<file path="src/rtl/cap_sensor_pkg.sv">
// Shared constants for the capacitive pad scanner and the memory stage that consumes its readings bus.
// The state encoding is kept as plain localparams so older consumers can decode it.
package cap_sensor_pkg;

  localparam int NUM_PADS   = 9;
  localparam int SLOT_W     = 32;
  localparam int READINGS_W = NUM_PADS * SLOT_W;
  localparam int CNT_W      = 16;

  localparam logic [1:0] IDLE      = 2'd0;
  localparam logic [1:0] DISCHARGE = 2'd1;
  localparam logic [1:0] MEASURE   = 2'd2;
  localparam logic [1:0] STORE     = 2'd3;

  function automatic logic [SLOT_W-1:0] zext_cnt(input logic [CNT_W-1:0] cnt);
    return {{(SLOT_W-CNT_W){1'b0}}, cnt};
  endfunction

endpackage

</file>
<file path="src/rtl/pad_synchronizer.sv">
// Purpose: two-flop synchronizer for raw asynchronous pad levels.
// Latency: 2 cycles. Backpressure: none, free-running.
module pad_synchronizer #(
  parameter int WIDTH = 9
) (
  input  logic             clock,
  input  logic             reset,
  input  logic [WIDTH-1:0] d,
  output logic [WIDTH-1:0] q
);

  logic [WIDTH-1:0] meta;

  always_ff @(posedge clock) begin
    if (reset) begin
      meta <= '0;
      q    <= '0;
    end else begin
      meta <= d;
      q    <= meta;
    end
  end

endmodule

</file>
<file path="src/rtl/cap_sensor_scanner.sv">
// Purpose: sequential RC charge-time scan of nine pads into a 288-bit readings bus.
// Latency: one sweep = sum over pads of (DISCHARGE_CYCLES + count + 2). Backpressure: none.
module cap_sensor_scanner
  import cap_sensor_pkg::*;
#(
  parameter int unsigned DISCHARGE_CYCLES = 50,
  parameter int unsigned TIMEOUT          = 65535,
  parameter int unsigned TOUCH_THRESHOLD  = 200
) (
  input  logic                  clock,
  input  logic                  reset,
  input  logic                  enable,
  input  logic [NUM_PADS-1:0]   pad_in,
  output logic [NUM_PADS-1:0]   pad_drive_low,
  output logic [READINGS_W-1:0] sensor_readings,
  output logic [NUM_PADS-1:0]   touched,
  output logic                  scan_done
);

  localparam logic [CNT_W-1:0] DIS_LAST  = CNT_W'(DISCHARGE_CYCLES - 1);
  localparam logic [CNT_W-1:0] CNT_SAT   = CNT_W'(TIMEOUT);
  localparam logic [CNT_W-1:0] TOUCH_THR = CNT_W'(TOUCH_THRESHOLD);
  localparam logic [3:0]       LAST_IDX  = 4'(NUM_PADS - 1);

  logic [1:0]                       state;
  logic [3:0]                       idx;
  logic [CNT_W-1:0]                 dis_cnt;
  logic [CNT_W-1:0]                 meas_cnt;
  logic [CNT_W-1:0]                 meas_val;
  logic [NUM_PADS-1:0]              pad_sync;
  logic [NUM_PADS-1:0][SLOT_W-1:0]  readings_q;

  pad_synchronizer #(.WIDTH(NUM_PADS)) u_sync (
    .clock (clock),
    .reset (reset),
    .d     (pad_in),
    .q     (pad_sync)
  );

  assign sensor_readings = readings_q;
  assign scan_done       = (state == STORE) && (idx == LAST_IDX);

  // Only the pad under measurement is released; every other pad stays grounded.
  always_comb begin
    pad_drive_low = '1;
    if (state == MEASURE) pad_drive_low[idx] = 1'b0;
  end

  always_ff @(posedge clock) begin
    if (reset) begin
      state      <= IDLE;
      idx        <= '0;
      dis_cnt    <= '0;
      meas_cnt   <= '0;
      meas_val   <= '0;
      readings_q <= '0;
      touched    <= '0;
    end else begin
      case (state)
        IDLE: begin
          if (enable) begin
            state   <= DISCHARGE;
            idx     <= '0;
            dis_cnt <= '0;
          end
        end
        DISCHARGE: begin
          dis_cnt <= dis_cnt + 1'b1;
          if (dis_cnt == DIS_LAST) begin
            state    <= MEASURE;
            meas_cnt <= '0;
          end
        end
        MEASURE: begin
          // Saturate at the timeout so a missing pad never wraps to a small count.
          if (pad_sync[idx] || (meas_cnt == CNT_SAT)) begin
            meas_val <= meas_cnt;
            state    <= STORE;
          end else begin
            meas_cnt <= meas_cnt + 1'b1;
          end
        end
        STORE: begin
          readings_q[idx] <= zext_cnt(meas_val);
          touched[idx]    <= (meas_val >= TOUCH_THR);
          dis_cnt         <= '0;
          if (idx == LAST_IDX) begin
            idx   <= '0;
            state <= IDLE;
          end else begin
            idx   <= idx + 1'b1;
            state <= DISCHARGE;
          end
        end
        default: state <= IDLE;
      endcase
    end
  end

endmodule
</file>
<file path="config.mk">
export PLATFORM = sky130hd
export DESIGN_NAME = cap_sensor_scanner
export DESIGN_NICKNAME = d
export VERILOG_FILES = /design/src/rtl/cap_sensor_pkg.sv /design/src/rtl/pad_synchronizer.sv /design/src/rtl/cap_sensor_scanner.sv
export SDC_FILE = /design/constraint.sdc
export NUM_CORES = 1
export LEC_CHECK = 0
export CORE_ASPECT_RATIO = 1.75
export CORE_MARGIN = 10
export CORE_UTILIZATION = 42
export CTS_CLUSTER_DIAMETER = 200
export DETAILED_ROUTE_END_ITERATION = 10
export PLACE_DENSITY_LB_ADDON = 0.12
export SYNTH_ARGS = -nofsm -noshare
export SYNTH_HDL_FRONTEND = slang
export SYNTH_SLANG_ARGS = --single-unit
</file>
<file path="constraint.sdc">
create_clock -name clock -period 2.05 [get_ports clock]
set_input_delay 0.205 -clock clock [delete_from_list [all_inputs] [get_ports clock]]
set_output_delay 0.205 -clock clock [all_outputs]
set_load 0.01 [all_outputs]
</file>
==> flow_metrics.py <==
metrics = {
    "critical_path": {
        "critPathMaxFanout": 8,
        "slowest_delay_ps": 350,
        "criticalPathCategory": "flip-flop to flip-flop",
        "slowest_stage": "dfxtp_2",
        "required_ps": 2410,
        "path_cells": "mux2_4 > a221oi_4 > a31oi_4 > buf_6 > o21ai_4 > clkbuf_16 > mux2i_1 > nor2_1",
        "regToRegSetupSlack_ps": -6,
        "r2r_start": "idx[0]$_SDFFE_PP0P_",
        "worstSetupStartpointType": "flip-flop",
        "cp.arrival_ps": 2420,
        "reg2reg_depth": 8,
        "reg2reg_to": "meas_val[14]$_SDFFE_PP0P_",
        "endpoint_kind": "flip-flop",
    },
    "synth": {
        "synth_area_um2": 9920,
        "synth.avg_cell_area_um2": 8.14,
        "ys.flop_type": "dfxtp_1",
        "synth.most_common_cell": "nand2_1",
        "synth_edf_count": 0,
        "ys_seq_elements": 225,
        "async_flop_share_pct": 0,
        "ys_seq_area_share_pct": 45.4,
        "synth_cell_type_count": 67,
        "synthTopCellsByArea": "dfxtp_1 (45%), nand2_1 (12%), buf_4 (11%)",
        "yosysWarnings": 0,
        "synth_area_leader_cell": "dfxtp_1",
        "synth_common_cells": "nand2_1 (314), dfxtp_1 (225), a21oi_1 (166)",
        "synthCells": 1219,
        "synth_top_area_share_pct": 45.4,
    },
    "cells_and_area": {
        "stdcell_count": 1753,
        "nets": 1457,
        "final_core_util_pct": 54.5,
        "area_growth_pct": 28.1,
        "post_route_cells_drive_above_1_share_pct": 13.0,
        "antenna_cells": 0,
    },
    "power": {
        "comb_power_share_pct": 14.7,
        "total_power_mw": 9.90,
        "p_int_mw": 7.23,
        "p_leak_nw": 4.80,
        "power_switching_share_pct": 26.9,
        "seqPwrFrac_pct": 45.1,
        "switching_power_mw": 2.67,
        "cellPowerDensity_nw_per_um2": 779,
        "ir_drop_mv": 0.628,
        "clock_power_share_pct": 40.2,
    },
    "worst_hold_path": {
        "hold_end": "meas_val[10]$_SDFFE_PP0P_",
        "holdPathStages": 2,
        "hold_class": "primary input to flip-flop",
        "min_from": "reset",
    },
    "timing": {
        "tightest_slew_ps": 745,
        "final_max_slew_viol_count": 0,
        "period_minus_slack_ps": 2060,
        "maxSlewHeadroom_pct": 50.3,
        "finalSetupViolCount": 2,
        "fin_ws_ps": -5.56,
        "rsz0062_at_grt": "yes",
        "max_freq_mhz": 486,
        "fin_tns_setup_ps": -6.98,
        "fin_crit_sh_pct": 100,
        "hold_violations": 0,
        "fin_skew_ps": 15.4,
    },
    "grt": {
        "grt_max_degree": 90,
        "overflow": 0,
        "grt_pass1_wl_mm": 45.5,
        "grt_pass1_vias": 8087,
        "grt_usage_pct": 18.6,
        "antenna_found_initial": 0,
    },
    "routing": {
        "drc": 0,
        "vias_per_cell": 4.82,
        "drt-initial-drc-count": 607,
        "wl_per_cell_um": 17.6,
        "dr_total_vias": 8456,
        "wl_mm": 30.8,
        "ant_nets": 0,
        "firstDrtPassIters": 5,
    },
    "clock_network": {
        "ctsHoldBuffers": 0,
        "post-cts-setup-buffers": 0,
        "clkLatencyLatePin_ps": 510,
        "cts_tree": "yes",
        "cts.sinks": 225,
        "numCtsBuffers": 22,
        "cts_buffer_depth": 3,
        "clkTransAtPathRegs_ps": 60,
        "h-tree-depth": 1,
        "root_buffer": "clkbuf_16",
    },
    "floorplan": {
        "initial_utilization_pct": 42.5,
        "io_pins": 319,
        "dieWidth_um": 136,
        "fp.dieArea_um2": 30400,
        "num_rows": 74,
        "die_y_um": 223,
        "core_um2": 23300,
    },
    "placed_design": {
        "post-place-ws_ps": -16.5,
        "post-dp-hpwl_mm": 22.3,
        "dp.cells": 1712,
        "io_buffers": 174,
        "gp_congestion": 0.903,
    },
    "status": {
        "violations": "setup timing",
        "status": "finished, violations left",
    },
    "run": {
        "drv_cap": 0,
    },
}
power groups by stage:
stage          logic, mW  clock network (mW)  registers (mW)
2_1_floorplan       1.05                   0            4.58
3_3_place_gp        1.37                   0            4.56
3_5_place_dp        1.38                   0            4.56
4_1_cts             1.39                4.08            4.46
5_1_grt             1.60                4.24            4.46
6_report            1.46                3.98            4.46
metrics by stage:
| step | hold WS, ps | cell area [um2] |
|---|---|---|
| 4_1_cts | 12.7 | 12600 |
| 2_1_floorplan | 333 | 10500 |
| 5_1_grt | 38.2 | 12700 |
| 6_report | 26.7 | 12700 |
| 3_3_place_gp | 419 | 11900 |
| 3_5_place_dp | 422 | 11900 |
worst max path at each step:
stage | from | endpoint | slack, ps | depth (start not counted)
finish | idx[0]$_SDFFE_PP0P_ | meas_val[14]$_SDFFE_PP0P_ | -6 | 8
floorplan | idx[2]$_SDFFE_PP0P_ | meas_cnt[13]$_SDFFE_PP0P_ | 10 | 6
global placement | idx[0]$_SDFFE_PP0P_ | meas_cnt[13]$_SDFFE_PP0P_ | 40 | 6
detailed placement | idx[0]$_SDFFE_PP0P_ | meas_val[7]$_SDFFE_PP0P_ | -20 | 8
CTS | idx[0]$_SDFFE_PP0P_ | scan_done | -60 | 6
global route | idx[0]$_SDFFE_PP0P_ | meas_val[0]$_SDFFE_PP0P_ | -90 | 8
worst max-delay path, delay by kind of cell, from the launching register on:
| family | cells | cell delay, ps |
|---|---|---|
| flops | 1 | 350 |
| mux | 2 | 490 |
| simple gates | 1 | 50 |
| compound gates | 3 | 640 |
| buf+inv | 2 | 370 |
logic make-up after synthesis:
group / share of synthesized area (%)
buffers and inverters: 15.1
adders and majority gates: 1.51
muxes: 2.21
xor gates and xnor gates: 0.971
and+or+nand+nor: 21.8
other: 0.0378
AOI/OAI and AO/OA: 12.9
DFF: 45.4
registers in the layout (all words and copies together) (netlist names):
name and flops:
touched 9, meas_cnt 16, meas_val 16, dis_cnt 16
idx 4, u_sync.meta 9, u_sync.q 9, sensor_readings 144
state 2
timing repair:
action                     4_1_cts  5_1_grt
pin swaps                        0        6
gates cloned                     0        1
setup endpoints to repair       27       45
resized for setup               37       29
layer usage:
metal	part of all wire [%]	vias to the layer above	global-route usage, %
li1	-	4160	-
met3	7.0	53	3.22
met5	0	-	0
met2	53	302	35.1
met4	2.5	0	5.62
met1	38	3941	20.3
final cells by class:
class / instances / area [um2]
Multi-Input combinational cell: 899 / 4570
Inverter: 11 / 41.3
Timing Repair Buffer: 274 / 2500
Tap cell: 304 / 380
Clock inverter: 8 / 42.5
Sequential cell: 225 / 4510
Clock buffer: 32 / 669
Fill cell: 2252 / 10600
cells in the final DEF (no fill, tap or decap), types with 3 or more instances in the layout:
cell type        count
nand2_1            314
nand2b_1             3
clkbuf_8             6
clkbuf_1             3
and2_1               3
ha_1                 9
nor2b_1             18
a21oi_1            166
buf_4               95
clkinv_2             7
nand4_1              6
xnor2_1              5
nor2_1              48
clkbuf_16           24
nor4_1               8
inv_1                8
clkdlybuf4s50_1    163
a21o_1               3
o21ai_1             14
nand3_1             31
dfxtp_1            223
or3_1                5
buf_2                8
conb_1             144
xor2_1               6
o21ai_0              7
and3_1              14
mux2i_1             17
nor3_1               6
buf_6                3
a211oi_1            12
Note: power is estimated with default switching activity, not from simulation.
